**src/rtl/apb_slv_pkg.sv**
```systemverilog
// Shared types and constants for the APB register slave: FSM encoding,
// register map, ID value and response codes.
package apb_slv_pkg;

    localparam int unsigned ADDR_W  = 16;
    localparam int unsigned DATA_W  = 32;
    localparam int unsigned CNT_W   = 4;
    localparam int unsigned RW_REGS = 7;

    localparam logic [7:0]  OFS_CTRL = 8'h00;
    localparam logic [7:0]  OFS_R1   = 8'h04;
    localparam logic [7:0]  OFS_R2   = 8'h08;
    localparam logic [7:0]  OFS_R3   = 8'h0C;
    localparam logic [7:0]  OFS_R4   = 8'h10;
    localparam logic [7:0]  OFS_R5   = 8'h14;
    localparam logic [7:0]  OFS_R6   = 8'h18;
    localparam logic [7:0]  OFS_ID   = 8'h1C;

    localparam logic [31:0] ID_VALUE = 32'hA2B0_0001;

    localparam logic RESP_OKAY   = 1'b0;
    localparam logic RESP_SLVERR = 1'b1;

    typedef enum logic [1:0] {
        IDLE  = 2'b00,
        WAIT  = 2'b01,
        READY = 2'b10
    } state_e;

    // Request captured in the setup phase and held for the whole transfer
    typedef struct packed {
        logic [ADDR_W-1:0] addr;
        logic              write;
        logic [DATA_W-1:0] wdata;
    } apb_req_t;

endpackage

```
**src/rtl/apb_slv_regfile.sv**
```systemverilog
// Register array with address decode and error check; seven R/W registers
// plus a read-only ID word at the top offset.
module apb_slv_regfile
    import apb_slv_pkg::*;
#(
    parameter logic [7:0] BASE = 8'h10
) (
    input  logic              clk,
    input  logic              rst_n,
    input  logic [ADDR_W-1:0] addr,
    input  logic              write,
    input  logic              wr_en,
    input  logic [DATA_W-1:0] wdata,
    output logic [DATA_W-1:0] rdata_c,
    output logic              err_c,
    output logic [DATA_W-1:0] ctrl
);

    logic [DATA_W-1:0] regs [RW_REGS];
    logic [2:0]        idx;

    // Decode, error check and read mux; a failing access always reads as zero
    always_comb begin
        idx     = addr[4:2];
        err_c   = (addr[15:8] != BASE) || (addr[7:5] != 3'b000) ||
                  (addr[1:0] != 2'b00) || (write && (addr[7:0] == OFS_ID));
        rdata_c = '0;
        if (!err_c) begin
            if (idx == OFS_ID[4:2]) begin
                rdata_c = ID_VALUE;
            end
            for (int unsigned i = 0; i < RW_REGS; i++) begin
                if (idx == 3'(i)) begin
                    rdata_c = regs[i];
                end
            end
        end
    end

    always_ff @(posedge clk or negedge rst_n) begin
        if (!rst_n) begin
            for (int unsigned i = 0; i < RW_REGS; i++) begin
                regs[i] <= '0;
            end
        end else if (wr_en && !err_c) begin
            for (int unsigned i = 0; i < RW_REGS; i++) begin
                if (idx == 3'(i)) begin
                    regs[i] <= wdata;
                end
            end
        end
    end

    assign ctrl = regs[OFS_CTRL[4:2]];

endmodule

```
**src/rtl/apb_reg_slave.sv**
```systemverilog
// APB register slave: transfer FSM with programmable wait states in front of
// the register file; every bus output comes straight from a flop.
module apb_reg_slave
    import apb_slv_pkg::*;
#(
    parameter int unsigned WAIT_CYC = 2,
    parameter logic [7:0]  BASE     = 8'h10
) (
    input  logic        PCLK,
    input  logic        PRST_n,
    input  logic        PSEL,
    input  logic        PENABLE,
    input  logic        PWRITE,
    input  logic [15:0] PADDR,
    input  logic [31:0] PWDATA,
    output logic [31:0] PRDATA,
    output logic        PREADY,
    output logic        PSLVERR,
    output logic [31:0] CTRL_O
);

    state_e            state;
    logic [CNT_W-1:0]  cnt;
    apb_req_t          req;

    logic [ADDR_W-1:0] dec_addr_c;
    logic              dec_write_c;
    logic              setup_c;
    logic              go_ready_c;
    logic              wr_en_c;
    logic              err_c;
    logic [DATA_W-1:0] rdata_c;

    // Decode the live bus in IDLE so a zero-wait transfer can respond right
    // after its setup phase; otherwise decode the captured request.
    always_comb begin
        setup_c     = (state == IDLE) && PSEL && !PENABLE;
        dec_addr_c  = (state == IDLE) ? PADDR  : req.addr;
        dec_write_c = (state == IDLE) ? PWRITE : req.write;
        go_ready_c  = (setup_c && (WAIT_CYC == 0)) ||
                      ((state == WAIT) && PSEL && PENABLE && (cnt == CNT_W'(1)));
        wr_en_c     = (state == READY) && PSEL && req.write;
    end

    apb_slv_regfile #(
        .BASE(BASE)
    ) u_regfile (
        .clk    (PCLK),
        .rst_n  (PRST_n),
        .addr   (dec_addr_c),
        .write  (dec_write_c),
        .wr_en  (wr_en_c),
        .wdata  (req.wdata),
        .rdata_c(rdata_c),
        .err_c  (err_c),
        .ctrl   (CTRL_O)
    );

    always_ff @(posedge PCLK or negedge PRST_n) begin
        if (!PRST_n) begin
            state   <= IDLE;
            cnt     <= '0;
            req     <= '0;
            PREADY  <= 1'b0;
            PSLVERR <= RESP_OKAY;
            PRDATA  <= '0;
        end else begin
            PREADY  <= 1'b0;
            PSLVERR <= RESP_OKAY;
            PRDATA  <= '0;
            unique case (state)
                IDLE: begin
                    if (setup_c) begin
                        req   <= '{addr: PADDR, write: PWRITE, wdata: PWDATA};
                        cnt   <= CNT_W'(WAIT_CYC);
                        state <= (WAIT_CYC > 0) ? WAIT : READY;
                    end
                end
                WAIT: begin
                    if (!PSEL) begin
                        state <= IDLE;
                        cnt   <= '0;
                    end else if (PENABLE) begin
                        cnt <= cnt - CNT_W'(1);
                        if (cnt == CNT_W'(1)) begin
                            state <= READY;
                        end
                    end
                end
                READY:   state <= IDLE;
                default: state <= IDLE;
            endcase
            // Response flops are loaded on entry to READY so they hold for exactly that cycle
            if (go_ready_c) begin
                PREADY  <= 1'b1;
                PSLVERR <= err_c ? RESP_SLVERR : RESP_OKAY;
                PRDATA  <= dec_write_c ? '0 : rdata_c;
            end
        end
    end

endmodule

```
**config.mk**
```make
export PLATFORM = sky130hd
export DESIGN_NAME = apb_reg_slave
export DESIGN_NICKNAME = d
export VERILOG_FILES = /design/src/rtl/apb_slv_pkg.sv /design/src/rtl/apb_slv_regfile.sv /design/src/rtl/apb_reg_slave.sv
export SDC_FILE = /design/constraint.sdc
export NUM_CORES = 1
export LEC_CHECK = 0
export BUFFER_PORTS_ARGS = -buffer_cell sky130_fd_sc_hd__buf_2
export CORE_MARGIN = 4
export CORE_UTILIZATION = 55
export CTS_CLUSTER_SIZE = 10
export DETAILED_ROUTE_END_ITERATION = 10
export PLACE_DENSITY = 0.7
export RECOVER_POWER = 50
export REMOVE_ABC_BUFFERS = 1
export SLEW_MARGIN = 40
export SYNTH_ARGS = -nofsm -noshare
export SYNTH_HDL_FRONTEND = slang
export SYNTH_SLANG_ARGS = --single-unit
```
**constraint.sdc**
```tcl
create_clock -name PCLK -period 3 [get_ports PCLK]
set_input_delay 0.9 -clock PCLK [delete_from_list [all_inputs] [get_ports PCLK]]
set_output_delay 0.9 -clock PCLK [all_outputs]
set_load 0.03 [all_outputs]
```
==> results of run 1 <==
==> layout make-up <==
class                      instances  area share
multi-input combinational        626       0.356
timing repair buffer             171      0.0702
inverter                           8     0.00186
clock inverter                     1    0.000541
tap                              330      0.0255
sequential                       313       0.484
clock buffer                      46      0.0619
==> Yosys cell counts, types with 3 or more instances <==
cell type,instances
a211oi_1,7
a21oi_1,58
a22o_1,34
a2bb2oi_1,30
buf_2,18
buf_4,37
buf_6,7
clkbuf_1,43
dfrtp_1,313
inv_1,8
mux2_1,41
mux2_2,175
mux2_4,59
mux2i_1,33
nand2_1,13
nand3_1,34
nand3_2,3
nor2_1,14
nor2b_1,3
nor4_1,4
o21ai_0,67
o21ai_1,4
o22a_1,6
or4b_1,3
==> critical path, stage by stage (launching register included) <==
cell       delay [ns]
dfrtp_1          0.50
nor2_1           0.53
mux2i_4          0.44
buf_4            0.36
mux2i_1          0.24
a2bb2oi_1        0.27
a21oi_1          0.13
==> worst paths after layout <==
check                               startpoint  cells past startpoint  slack (ns)             endpoint
hold reg to reg            u_regfile.regs[188]                      1        0.49  u_regfile.regs[188]
min in group asynchronous               PRST_n                      1        0.83              req[39]
setup reg to reg                      state[0]                      6        0.38           PRDATA[17]
hold / removal             u_regfile.regs[188]                      1        0.49  u_regfile.regs[188]
max in group asynchronous               PRST_n                      2        0.61   u_regfile.regs[60]
setup / recovery                      state[0]                      6        0.38           PRDATA[17]
==> cell families after synthesis <==
group                    Yosys count  share of synthesized area
buffers and inverters            114                     0.0453
multiplexers                     308                      0.258
AO/OA/AOI/OAI                    224                      0.106
adder cells (fa/ha/maj)            2                    0.00177
AND/OR/NAND/NOR                   92                     0.0364
flip-flops                       313                      0.553
==> registers in the layout (all words and copies together), names as in the netlist <==
register	flops
u_regfile.ctrl	32
u_regfile.regs	192
PREADY	1
PSLVERR	1
req	49
cnt	4
PRDATA	32
state	2
==> power breakdown <==
part	total [mW]	internal (mW)	switching, mW	leakage (nW)
logic	0.798	0.325	0.473	3.24
clock network	3.91	2.31	1.59	0.493
registers	4.62	4.37	0.253	4.26
total	9.32	7.00	2.32	7.99
==> stage by stage <==
stage,util,power (mW),setup WS (ns),std cells
after detailed placement,0.603,5.49,-0.0157,1448
after global routing,0.641,9.68,0.197,1495
after floorplan,-,5.02,-2.59,947
final,0.641,9.32,0.384,1495
after CTS,0.643,9.41,0.439,1495
after global placement,0.603,5.47,0.00543,1448
==> layer usage <==
layer,GRT usage,vias to the layer above
met5,0,-
met4,0.0685,0
met3,0.0343,61
met2,0.392,219
met1,0.326,4663
li1,-,4025
==> results.yml, run 1 <==
detailed_routing:
  wl_um: 33000
  route.detailed.drc: 0
  wl_per_cell_um: 22.1
  wl_met1_um: 14600
  dr_wl_met3_um: 1380
  routed.top_layer: "met4"
  via_count: 8968
  postRouteAntennaNets: 0
  drt_iter0_drc: 591
  avgViaCountPerCell: 6.00
  dr.pass1.iters: 5
  dr_wl_met2_um: 16200
sta:
  skew_ns: 0.0157
  slew_violations: 66
  setup-tns-final_ns: 0
  timing.final.crit_share: 0.872
  finalSetupViolCount: 0
  hold_viol: 0
  period_minus_slack_ns: 2.62
  slew_headroom: -0.158
  rsz0062_at_grt: "false"
  worstMarginPinSlew_ns: 1.74
  worst_hold_slack_ns: 0.490
  timing.fmax_ghz: 0.382
min_path:
  holdCritPathClass: "reg2reg"
clock_network:
  cts_root_buf: "clkbuf_16"
  cts_resized: 0
  insertion_delay_ns: 0.51
  cts_setup_buffers: 0
  cts.sinks: 313
  cts_tree: "yes"
  cts_buffers: 37
  cts.clk_slew.worst_paths_ns: 0.05
  clk_path_buf_depth: 3
  h-tree-depth: 2
  hold_buffers: 0
outcome:
  status: "finished with violations"
  violations: "capacitance limit, slew limit"
yosys:
  yosysTopAreaCellShare: 0.553
  synth-seq-cells: 313
  syn-cell-area_sq_mm: 0.0142
  synthCells: 1053
  synth-async-reset-ratio: 1.00
  synth_edf_count: 0
  synth_largest_area_cell: "dfrtp_1"
  synthDistinctLibCells: 53
  synth_area_leaders: "dfrtp_1 55%, mux2_2 14%, mux2_4 6.3%"
  avgSynthCellArea_sq_um: 13.4
  ys.flop_type: "dfrtp_1"
  yosysWarnings: 0
  ys_seq_area_frac: 0.553
global_route:
  grt.overflow.total: 0
  antenna_found_initial: 0
  grt_max_degree: 87
  grt_pass1_wl_um: 53100
  grt_usage: 0.235
  first_global_vias: 9357
placed_design:
  placedInstanceArea_sq_mm: 0.0152
  io_buffers: 118
  dp_hpwl_um: 20700
  routabilityCongestion: 0.800
floorplanning:
  die_h_um: 168
  initial_utilization: 0.561
  core-area_sq_mm: 0.0253
  die_w_um: 168
  num_rows: 58
  io_pins: 119
  die-area_sq_mm: 0.0284
worst_setup_path:
  crit_type: "reg2reg"
  cp-end-kind: "flop"
  cp_max_fo: 16
  required_ns: 3.38
  critPathLaunchType: "flop"
  crit_arrival_ns: 2.99
cells_and_area:
  drive_gt1_frac: 0.373
  synthToLayoutAreaGrowth_pct: 14.3
  antennaDiodeCount: 0
  design_area_sq_mm: 0.0162
  register_area_sq_mm: 0.00783
  final_common_cell: "dfrtp_1"
  nNetsFinal: 1212
  fillers: 1970
  mostFrequentLayoutCells: "313 x dfrtp_1, 175 x mux2_2, 90 x buf_2, 66 x o21ai_0, 59 x mux2_4"
  multi_input_area_sq_mm: 0.00576
flow_run:
  drv_cap: 1
pwr:
  powerDensity_mw_per_mm2: 576
  power.leakage_nw: 7.99
  ir_worst_vdd_uv: 499
Power figures use the tool's default switching activity.
==> run 2, diff against run 1 <==
Settings changed: PLACE_DENSITY 0.7 to 0.74.
==> results.yml, run 2 (synthesized netlist as in run 1, its figures left out) <==
outcome:
  status: "finished clean"
sta:
  finalSetupViolCount: 0
  slew_headroom: 0.0692
  skew_ns: 0.0176
  hold_viol: 0
  slew_violations: 0
  timing.fmax_ghz: 0.379
  setup-tns-final_ns: 0
  period_minus_slack_ns: 2.64
  fin_ws_ns: 0.363
  rsz0062_at_grt: "false"
  worstMarginPinSlew_ns: 1.40
  timing.final.crit_share: 0.879
  worst_hold_slack_ns: 0.493
clock_network:
  cts_root_buf: "clkbuf_16"
  h-tree-depth: 2
  cts.clk_slew.worst_paths_ns: 0.05
  cts_resized: 0
  clk_path_buf_depth: 3
  cts_buffers: 38
  hold_buffers: 0
  insertion_delay_ns: 0.51
  cts.sinks: 313
  cts_tree: "yes"
  cts_setup_buffers: 0
min_path:
  holdCritPathClass: "reg2reg"
  holdPathStages: 1
worst_setup_path:
  crit_arrival_ns: 3.02
  worst_path_largest_cell_delay_ns: 0.49
  cp_slowest_cell: "dfrtp_1"
  path_buf_inv: 2
  crit_type: "reg2reg"
  cp_top_family: "simple AND/OR/NAND/NOR gates"
  required_ns: 3.38
  critPathLaunchType: "flop"
  crit_chain: "buf_4 -> o21ai_0 -> o21ai_1 -> nor2_1 -> nand3_2 -> buf_12 -> mux2_2"
  cp_max_fo: 25
  crit_cells: 7
  r2r_cells: 7
  cp-end-kind: "flop"
floorplanning:
  die-area_sq_mm: 0.0284
  initial_utilization: 0.561
  num_rows: 58
  core-area_sq_mm: 0.0253
  die_w_um: 168
  io_pins: 119
  die_h_um: 168
global_route:
  grt_usage: 0.233
  first_global_vias: 9766
  grt.overflow.total: 0
  grt_pass1_wl_um: 53400
  antenna_found_initial: 0
  grt_max_degree: 67
placed_design:
  routabilityCongestion: 0.767
  pre_cts_ws_ns: -0.0874
  io_buffers: 118
  placedInstanceArea_sq_mm: 0.0152
  dp_hpwl_um: 20600
cells_and_area:
  largest_register: "u_regfile.regs"
  largestRegisters: "u_regfile.regs (192), req (49)"
  design_area_sq_mm: 0.0163
  antennaDiodeCount: 0
  drive_gt1_frac: 0.396
  largest_register_ff_count: 192
  nNetsFinal: 1209
  synthToLayoutAreaGrowth_pct: 14.8
  final_common_cell: "dfrtp_1"
  fillers: 1908
  mostFrequentLayoutCells: "313 x dfrtp_1, 175 x mux2_2, 116 x buf_2, 66 x o21ai_0, 59 x mux2_4"
pwr:
  power.leakage_nw: 8.12
  powerDensity_mw_per_mm2: 583
  ir_worst_vdd_uv: 519
detailed_routing:
  avgViaCountPerCell: 6.10
  wl_per_cell_um: 22.0
  wl_um: 32900
  drt_iter0_drc: 643
  route.detailed.drc: 0
  via_count: 9117
  postRouteAntennaNets: 0
  dr.pass1.iters: 5
flow_run:
  drv_cap: 0
==> run 2: layout make-up <==
class	instances	area, sq um	share of cell area
inverters	8	30.0	0.00185
clock buffers	49	1070	0.0656
clock inverters	1	8.76	0.000539
repair buffers	167	1140	0.0702
multi-input cells	626	5760	0.355
flip-flops and latches	313	7830	0.482
well taps	330	413	0.0254
==> run 2: worst paths after layout <==
kind,from,endpoint,slack (ns)
worst max-delay path,state[0],u_regfile.regs[148],0.36
worst min-delay path,u_regfile.regs[179],u_regfile.regs[179],0.49
worst max register to register,state[0],u_regfile.regs[148],0.36
worst min register to register,u_regfile.regs[179],u_regfile.regs[179],0.49
max in group asynchronous,PRST_n,u_regfile.regs[79],0.59
min in group asynchronous,PRST_n,req[39],0.71
==> run 2: where the power goes <==
group | switching (mW) | internal [mW]
Sequential | 0.250 | 4.37
Combinational | 0.470 | 0.318
Clock | 1.62 | 2.45
==> run 2: worst reg2reg max path: cells and delay by family (launching register included) <==
kind / cells / cell delay (ns)
simple gates: 2 / 0.66
compound gates: 2 / 0.60
flops: 1 / 0.49
buf+inv: 2 / 0.47
mux: 1 / 0.30
==> run 2: layer usage <==
metal | global-route usage | part of all wire
met1 | 0.309 | 0.42
met2 | 0.389 | 0.49
met3 | 0.0399 | 0.056
met4 | 0.0893 | 0.035
met5 | 0 | 0
==> run 2: per-stage QoR <==
stage | std cells | utilization | power [mW]
final | 1494 | 0.644 | 9.47
after CTS | 1494 | 0.646 | 9.56
after detailed placement | 1444 | 0.604 | 5.48
after floorplan | 947 | - | 5.02
after global placement | 1444 | 0.604 | 5.45
after global routing | 1494 | 0.644 | 9.81
